**src/rtl/gpio_port_ctrl.sv**
```systemverilog
// gpio_port_ctrl: controller side of a GPIO pad interface.
//
// Drives the pad output value and output enable. Samples the pad inputs through a
// two-flop synchroniser. Rising and falling edges on the sampled inputs set sticky,
// write-1-to-clear status bits. A simple req/ack register bus gives access to the
// registers. The bus accepts one access per two cycles.
//
// Configuration macro: GPIO_DEBOUNCE_EN
//   defined   - a per-bit debounce counter sits between the synchroniser and IN.
//               IN takes the new value only after the synchroniser output has
//               differed from IN for DEBOUNCE_CYCLES consecutive cycles.
//   undefined - IN is the synchroniser output. No counters are built.
//
// Ports:
//   sig_clock     in   1      clock, rising edge
//   sig_reset     in   1      synchronous, active-high reset
//   sig_data_in   in   WIDTH  pad input values (asynchronous)
//   sig_data_out  out  WIDTH  pad output values (OUT register)
//   sig_data_oe   out  WIDTH  pad output enables, 1 = drive (OE register)
//   reg_req       in   1      register access request
//   reg_we        in   1      1 = write, 0 = read
//   reg_addr      in   3      register index
//   reg_wdata     in   WIDTH  write data
//   reg_rdata     out  WIDTH  read data, valid while reg_ack = 1, otherwise 0
//   reg_ack       out  1      one-cycle access completion
//   irq           out  1      OR of STATUS, registered
//
// Register map:
//   0 OUT, 1 OE, 2 IN (read-only), 3 RISE_EN, 4 FALL_EN, 5 STATUS (W1C), 6/7 read 0.

module gpio_port_ctrl #(
    parameter int unsigned WIDTH = 16
`ifdef GPIO_DEBOUNCE_EN
    ,
    parameter int unsigned DEBOUNCE_CYCLES = 4
`endif
) (
    input  logic             sig_clock,
    input  logic             sig_reset,
    input  logic [WIDTH-1:0] sig_data_in,
    output logic [WIDTH-1:0] sig_data_out,
    output logic [WIDTH-1:0] sig_data_oe,
    input  logic             reg_req,
    input  logic             reg_we,
    input  logic [2:0]       reg_addr,
    input  logic [WIDTH-1:0] reg_wdata,
    output logic [WIDTH-1:0] reg_rdata,
    output logic             reg_ack,
    output logic             irq
);

    typedef enum logic [0:0] {StIdle, StAck} bus_state_e;

    bus_state_e       state_q, state_d;
    logic             accept;
    logic             wr_en;

    logic [WIDTH-1:0] out_q, oe_q, rise_en_q, fall_en_q;
    logic [WIDTH-1:0] status_q, status_d, status_clr;
    logic [WIDTH-1:0] sync1_q, sync2_q, in_val, prev_q, events;
    logic [WIDTH-1:0] rd_mux, rdata_q;
    logic             irq_q;

    // A request counts only in IDLE. Requests seen during the ack cycle are dropped.
    assign accept = (state_q == StIdle) && reg_req;
    assign wr_en  = accept && reg_we;

    // Bus FSM: state register
    always_ff @(posedge sig_clock) begin
        if (sig_reset) begin
            state_q <= StIdle;
        end else begin
            state_q <= state_d;
        end
    end

    // Bus FSM: next state
    always_comb begin
        state_d = state_q;
        unique case (state_q)
            StIdle: if (reg_req) state_d = StAck;
            StAck:  state_d = StIdle;
        endcase
    end

    // Bus FSM: outputs
    always_comb begin
        reg_ack = (state_q == StAck);
    end

    // Input synchroniser and edge history
    always_ff @(posedge sig_clock) begin
        if (sig_reset) begin
            sync1_q <= '0;
            sync2_q <= '0;
            prev_q  <= '0;
        end else begin
            sync1_q <= sig_data_in;
            sync2_q <= sync1_q;
            prev_q  <= in_val;
        end
    end

`ifdef GPIO_DEBOUNCE_EN
    localparam int unsigned CntW = $clog2(DEBOUNCE_CYCLES + 1);

    logic [WIDTH-1:0][CntW-1:0] db_cnt_q;
    logic [WIDTH-1:0]           in_q;

    // The counter tracks how long stage 2 has disagreed with IN. Any agreement
    // (a bounce back) restarts the count.
    always_ff @(posedge sig_clock) begin
        if (sig_reset) begin
            db_cnt_q <= '0;
            in_q     <= '0;
        end else begin
            for (int i = 0; i < int'(WIDTH); i++) begin
                if (sync2_q[i] != in_q[i]) begin
                    if (db_cnt_q[i] == CntW'(DEBOUNCE_CYCLES - 1)) begin
                        in_q[i]     <= sync2_q[i];
                        db_cnt_q[i] <= '0;
                    end else begin
                        db_cnt_q[i] <= db_cnt_q[i] + 1'b1;
                    end
                end else begin
                    db_cnt_q[i] <= '0;
                end
            end
        end
    end

    assign in_val = in_q;
`else
    assign in_val = sync2_q;
`endif

    assign events = (in_val & ~prev_q & rise_en_q) | (~in_val & prev_q & fall_en_q);

    // A new edge event on the same cycle as a W1C keeps the bit set.
    always_comb begin
        status_clr = '0;
        if (wr_en && (reg_addr == 3'd5)) begin
            status_clr = reg_wdata;
        end
        status_d = (status_q & ~status_clr) | events;
    end

    always_comb begin
        rd_mux = '0;
        case (reg_addr)
            3'd0:    rd_mux = out_q;
            3'd1:    rd_mux = oe_q;
            3'd2:    rd_mux = in_val;
            3'd3:    rd_mux = rise_en_q;
            3'd4:    rd_mux = fall_en_q;
            3'd5:    rd_mux = status_q;
            default: rd_mux = '0;
        endcase
    end

    always_ff @(posedge sig_clock) begin
        if (sig_reset) begin
            out_q     <= '0;
            oe_q      <= '0;
            rise_en_q <= '0;
            fall_en_q <= '0;
            status_q  <= '0;
            rdata_q   <= '0;
            irq_q     <= 1'b0;
        end else begin
            if (wr_en) begin
                case (reg_addr)
                    3'd0:    out_q     <= reg_wdata;
                    3'd1:    oe_q      <= reg_wdata;
                    3'd3:    rise_en_q <= reg_wdata;
                    3'd4:    fall_en_q <= reg_wdata;
                    default: ;
                endcase
            end
            status_q <= status_d;
            // Read data lives only for the ack cycle. It is zero at all other times.
            rdata_q  <= (accept && !reg_we) ? rd_mux : '0;
            irq_q    <= |status_q;
        end
    end

    assign sig_data_out = out_q;
    assign sig_data_oe  = oe_q;
    assign reg_rdata    = rdata_q;
    assign irq          = irq_q;

endmodule

```
**config.mk**
```make
export PLATFORM = sky130hd
export DESIGN_NAME = gpio_port_ctrl
export DESIGN_NICKNAME = d
export VERILOG_FILES = /design/src/rtl/gpio_port_ctrl.sv
export SDC_FILE = /design/constraint.sdc
export NUM_CORES = 1
export LEC_CHECK = 0
export BUFFER_PORTS_ARGS = -buffer_cell sky130_fd_sc_hd__buf_2
export CAP_MARGIN = 15
export CORE_MARGIN = 2
export CORE_UTILIZATION = 33
export CTS_BUF_LIST = sky130_fd_sc_hd__clkbuf_16
export DETAILED_ROUTE_END_ITERATION = 16
export GPL_TIMING_DRIVEN = 0
export PLACE_DENSITY = 0.53
export SETUP_SLACK_MARGIN = 0.05
export SLEW_MARGIN = 15
export SYNTH_ARGS = -nofsm -noshare
export SYNTH_HDL_FRONTEND = slang
export SYNTH_SLANG_ARGS = --single-unit
```
**constraint.sdc**
```tcl
create_clock -name sig_clock -period 1.83 [get_ports sig_clock]
set_input_delay 0 -clock sig_clock [delete_from_list [all_inputs] [get_ports sig_clock]]
set_output_delay 0 -clock sig_clock [all_outputs]
set_load 0.005 [all_outputs]
```
==> results.md, run 1 <==
- Status: completed
- Placed instance area: 0.006719 sq mm
- CP top delay family: buffers and inverters
- Crit path DAT: 2.09 ns
- Worst setup margin: about 0.08 ns
- Peak VDD IR: roughly 740 uV
- Max-slew violations: 0
- Gpl congestion: between 0.8 and 0.9
- First-pass GRT wire length: between 20 and 30 mm
- Boundary Pins: 89
- Synth-to-Final Area Change: 28.42%
- Switching share of total power: ~22%
- Global Route Usage Sum: 19.74%
- Router iterations before antenna repair: 5
- Critical register-to-register path startpoint: reg_ack
- Post-Route Utilization: between 40% and 50%
- FF-to-FF path depth: 5
- Post-route cell area: 0.007701 sq mm
- Clock buffer depth: 2
- CP peak stage delay: 0.33 ns
- Psw: 1.656 mW
- Fmax: between 0.5 and 0.6 GHz
- Sequential element share of the synthesized area: 48.74%
- WHS: around 0.056 ns
- Clock power share: between 40 and 50%
- Initial antenna violation count: 0
- Worst path slowest cell: dfxtp_1
- Vias in the first global route: between 4k and 5k
- Initial Util: approximately a third
- CP startpoint: reg_ack
- DRC viols: 0
- PortBufs: 87
- Post-route setup TNS: 0 ns
- CORE AREA: around 0.018 sq mm
- Leak pwr: 3.217 nW
- Synth area leaders: dfxtp_1 (49%), mux2i_1 (11%), nand2b_1 (8.3%)
- R2r endpoint: reg_rdata[14]
- Sequential Power Share: between 40% and 50%
- Final setup vio count: 0
- Clock Skews: roughly 0.007 ns
- Tot Pwr: around 7.5 mW
- YS warnings: 0
- Die X: 138.8 microns
- Fin crit period: between 1.5 and 2 ns
- R2r setup slk: roughly 0.08 ns
- Final Hold Viols: 0
- Critical path data required time: roughly 2.2 ns
- Max Cap Viol: 0
- Post-DP HPWL: 12.23 mm
- Crit-path max FO: 10
- Proportion of netlist area held by the largest area contributor: approximately half
- Share of layout cells above drive strength 1: a little under a quarter
- Synth Register Bits: 146
- Overall via count from detail_route: roughly 4.6k
- CP Cell Sequence: nand2b_2, or3_1, buf_1, clkbuf_4, a21oi_1
- Max-Slew Margin vs Limit: 41.03%
- Share of total power in combinational logic: under 10%
- CTS tree: yes
- Largest net degree at the start of global routing: 17
- N_diodes: 0
- Final Non-Filler Cells: about 940
- Drt via density: roughly 5
- Worst Setup End Kind: flop
- P per Cell Area: between 900 and 1000 mW/mm^2
- Synthesized net count: around 590
- Final net count: between 700 and 800
- Gr ovfl total: 0
- Largest area contributor in the netlist: dfxtp_1
- Syn_area_per_cell: about 11 sq um
- Netlist Area Pre-Place: 0.005997 sq mm
- Int Pwr: slightly below 6 mW
- CTS clock-pin slew for the worst setup and hold paths: around 0.06 ns
- Tcrit/Tclk final: a little over nine tenths
- WP depth: 5
- Worst hold path class: in -> reg
- RSZ-0062 raised after global routing: true
- Worst-margin pin slew: about 0.88 ns
- CTS Root Cell: clkbuf_16
- Die ar.: 0.01927 sq mm
- CP startpoint kind: flop
- Overall routed net length: between 15 and 20 mm
- Crit Path Class: reg -> reg
- Avg WL per Cell: 19.98 microns
- Unique cell type count in the Yosys netlist: 30
- Chip height: 138.8 microns
- # rows: 49
- Initial drt markers: 298
- CP Capture Point: reg_rdata[14]
- H-tree depth: 4
- Clock Sink Count: around 150
- Bufs and invs on worst path: 2
- Final antenna-violating net count: 0
- Skew-Pair Late Insertion Delay: roughly 0.43 ns
- Hold depth: 4
- Setup WS pre-CTS: -0.1575 ns
- Dpl cells: 869
- Synthesized instance count: between 500 and 600
- CTS buffer count: 17
==> layer usage <==
layer  up-vias  wire length, microns  track usage [%]
met1      2247                  8377            25.05
li1       2210                     -                -
met3        41                   765            3.660
met4         0                   650            10.31
met5         -                     0                0
met2       145                  8906            32.10
==> worst min path at each step <==
stage                   end  slack (ns)       startpoint
6_report       reg_rdata[0]        0.06      reg_addr[0]
5_1_grt        fall_en_q[3]        0.07      reg_addr[1]
4_1_cts        reg_rdata[0]        0.05      reg_addr[0]
3_5_place_dp    sync1_q[15]        0.21  sig_data_in[15]
3_3_place_gp     sync1_q[1]        0.21   sig_data_in[1]
2_1_floorplan    sync1_q[0]        0.13   sig_data_in[0]
==> final cells by class <==
class | count | area [sq um]
clock buffer | 17 | 425.4
clock inverter | 15 | 196.4
tap | 229 | 286.5
sequential | 146 | 2923
timing repair buffer | 122 | 783.3
buffer | 39 | 217.7
multi-input combinational | 367 | 2865
inverter | 1 | 3.754
fill | 1742 | 10200
==> worst min-delay path: stages <==
cell	delay, ns
buf_6	0.11
mux2_2	0.15
nand2_1	0.05
a21oi_1	0.12
==> cells in the mapped netlist (all sizes together) <==
cell type  instances
a211oi             1
a21oi             15
a221oi             1
a22oi              1
a31oi             16
a41oi              1
buf               17
clkbuf            22
dfxtp            146
inv                1
mux2              17
mux2i             64
mux4              15
nand2             30
nand2b            82
nand3b            49
nand4b             1
nor2               1
nor2b             49
nor4               5
o21ai             16
or3                2
or4                1
==> power by group through the flow <==
stage	logic [mW]	registers [mW]	clock network (mW)
6_report	0.505	3.28	3.72
5_1_grt	0.537	3.28	3.91
4_1_cts	0.503	3.28	3.78
3_5_place_dp	0.445	3.35	0
3_3_place_gp	0.441	3.35	0
2_1_floorplan	0.256	3.34	0
==> layout by cell type (no fill, tap or decap), drive strengths merged, types with 16 or more instances in the layout <==
cell,n
nand3b,49
clkbuf,39
nor2b,49
dlygate4sd3,34
nand2,30
mux2i,64
mux2,17
nand2b,82
buf,105
dfxtp,146
a31oi,16
o21ai,16
==> cell families (layout without fill, tap and decap cells) <==
group,Yosys count,count (layout),share of synthesized area [%]
AO/OA/AOI/OAI,51,51,4.799
buffers and inverters,40,194,3.630
flip-flops,146,146,48.74
multiplexers,96,96,19.51
AND/OR/NAND/NOR,220,220,23.33
==> what timing repair did <==
item | CTS | global route
buffers inserted | 1 | 0
hold endpoints to repair | 85 | 0
gates resized for setup | 2 | 1
hold buffers | 34 | 0
pin swaps | 1 | 0
setup endpoints to repair | 20 | 10
Power figures use the tool's default switching activity.
==> inputs of run 2 (changes only) <==
--- a/config.mk
+++ b/config.mk
@@ -9,7 +9,6 @@
 export CAP_MARGIN = 15
 export CORE_MARGIN = 2
 export CORE_UTILIZATION = 33
-export CTS_BUF_LIST = sky130_fd_sc_hd__clkbuf_16
 export DETAILED_ROUTE_END_ITERATION = 16
 export GPL_TIMING_DRIVEN = 0
 export PLACE_DENSITY = 0.53
==> run 2 against run 1 <==
  * First-iteration DRC count is 2.0% lower
  * Worst setup slack gained 0.016 ns
  * Register-to-register slack improved by 0.02 ns
  * Non-clock buffer count did not move
  * Design area grew 0.78%
  * Combinational power about the same
  * Via count is 0.13% higher
  * Wire length grew 0.60%
  * Global-route usage rose by 0.095 points
  * Flip-flop and latch count unchanged
  * Clock-buffer cell count grew 7
  * Utilization grew 0.34 points
  * Critical path type unchanged
==> results.md, run 2 (synthesis gave the netlist of run 1 again) <==
- Status: completed
- Max-slew violations: 0
- Synth-to-Final Area Change: 29.42%
- Boundary Pins: between 80 and 90
- Tot Pwr: a little under 8 mW
- Global Route Usage Sum: between 15 and 20%
- Worst path slowest cell: dfxtp_1
- CTS buffer count: 17
- Int Pwr: 6.111 mW
- Crit path DAT: approximately 2.1 ns
- Gr ovfl total: 0
- CTS clock-pin slew for the worst setup and hold paths: 0.06 ns
- Worst Setup End Kind: flop
- First-pass GRT wire length: about 29 mm
- Final net count: around 730
- Initial antenna violation count: 0
- Max Cap Viol: 0
- Post-route cell area: 0.007761 sq mm
- Fin crit period: about 1.7 ns
- DRC viols: 0
- CP peak stage delay: 0.33 ns
- Initial Util: around 33%
- Share of total power in combinational logic: 6.5%
- Crit Path Class: reg -> reg
- FILL cells: approximately 1.7k
- Crit-path max FO: 10
- Most frequent cells in the layout: dfxtp_1 (146), buf_2 (93), nand2b_1 (80)
- Critical path data required time: 2.17 ns
- Placed instance area: between 0.006 and 0.007 sq mm
- Clock power share: around half
- CP top delay family: buffers and inverters
- R2r setup slk: a little under 0.1 ns
- Worst-margin pin slew: a little under 0.9 ns
- RSZ-0062 raised after global routing: true
- Initial drt markers: approximately 300
- PortBufs: 87
- Commonest non-fill, non-tap cell in the layout: dfxtp_1
- Overall routed net length: 18.81 mm
- Peak VDD IR: roughly 740 uV
- Final antenna-violating net count: 0
- # rows: 49
- Sequential Power Share: approximately 42%
- N_diodes: 0
- Overall via count from detail_route: between 4k and 5k
- Final Hold Viols: 0
- P per Cell Area: 1004 mW/mm^2
- Share of layout cells above drive strength 1: between 20 and 25%
- Leak pwr: 3.247 nW
- Skew-Pair Late Insertion Delay: ~0.43 ns
- CP startpoint kind: flop
- Max-Slew Margin vs Limit: between 40% and 50%
- Largest net degree at the start of global routing: 17
- CP Cell Sequence: nand2b_2, or3_1, buf_1, clkbuf_4, a21oi_1
- Final setup vio count: 0
- Fmax: 0.5768 GHz
- Gpl congestion: between 0.8 and 0.9
- Worst hold path class: in -> reg
- Vias in the first global route: between 4k and 5k
- Post-DP HPWL: ~12 mm
- Chip height: about 140 microns
- Tcrit/Tclk final: around 95%
- Avg WL per Cell: about 20 microns
- CTS Root Cell: clkbuf_16
- Psw: between 1.5 and 2 mW
- Bufs and invs on worst path: 2
- CORE AREA: 0.01790 sq mm
- Clock Skews: 0.006467 ns
- WHS: 0.05422 ns
- Die X: roughly 140 microns
- Router iterations before antenna repair: 5
- Post-Route Utilization: 43.35%
- H-tree depth: 4
- CTS tree: yes
- Die ar.: about 0.019 sq mm
- Clock Sink Count: about 150
- Switching share of total power: 21.56%
- Clock buffer depth: 2
- Drt via density: ~5
[run 2: cell types whose count changed in the layout (fill, tap and decap cells not counted), sizes merged]
cell | before | now
clkbuf | 39 | 46
clkinv | 7 | 1
inv | 2 | 1
[run 2: final cells by class]
cell class,count,area (sq um),area share (%)
buffer,39,217.7,2.805
sequential,146,2923,37.66
timing repair buffer,122,783.3,10.09
clock buffer,24,511.7,6.594
multi-input combinational,367,2865,36.92
clock inverter,8,170.2,2.192
tap,229,286.5,3.692
inverter,1,3.754,0.04836
[run 2: worst paths after layout]
| path | cells after the start | endpoint | start |
|---|---|---|---|
| hold reg to reg | 1 | in_val[13] | sync1_q[13] |
| hold / removal | 4 | reg_rdata[0] | reg_addr[0] |
| setup reg to reg | 5 | reg_rdata[13] | reg_ack |
| setup / recovery | 5 | reg_rdata[13] | reg_ack |
[run 2: worst reg2reg max path, cell delays in order, from the launching register on]
cell and delay, ns:
dfxtp_1 0.33, nand2b_2 0.22, or3_1 0.32, buf_1 0.26, clkbuf_4 0.32, a21oi_1 0.21
[run 2: routing by layer]
metal | track usage [%] | wire, microns | up-vias
met5 | 0 | 0 | -
met2 | 32.28 | 8931 | 159
met4 | 10.15 | 710 | 0
met1 | 25.05 | 8306 | 2244
li1 | - | - | 2199
met3 | 3.971 | 862 | 47
[run 2: power by group through the flow]
stage          registers (mW)  clock network, mW  logic, mW
2_1_floorplan            3.34                  0      0.256
3_3_place_gp             3.35                  0      0.441
3_5_place_dp             3.35                  0      0.445
4_1_cts                  3.28               4.05      0.504
5_1_grt                  3.28               4.19      0.537
6_report                 3.28               4.01      0.504
[run 2: per-stage QoR]
| step | TNS, ns | cells | worst slack, ns |
|---|---|---|---|
| after floorplan | 0 | 553 | 0.3221 |
| after global placement | -0.7338 | 869 | -0.1187 |
| after detailed placement | -1.126 | 869 | -0.1575 |
| after CTS | 0 | 936 | 0.08435 |
| after global routing | 0 | 936 | 0.04629 |
| final | 0 | 936 | 0.09643 |
[run 2: repair_timing]
item	CTS	global route
hold buffers	34	0
endpoints found under the setup margin	20	10
hold endpoints to repair	87	0
pin swaps	1	0
resized for setup	2	1
setup buffers	1	0
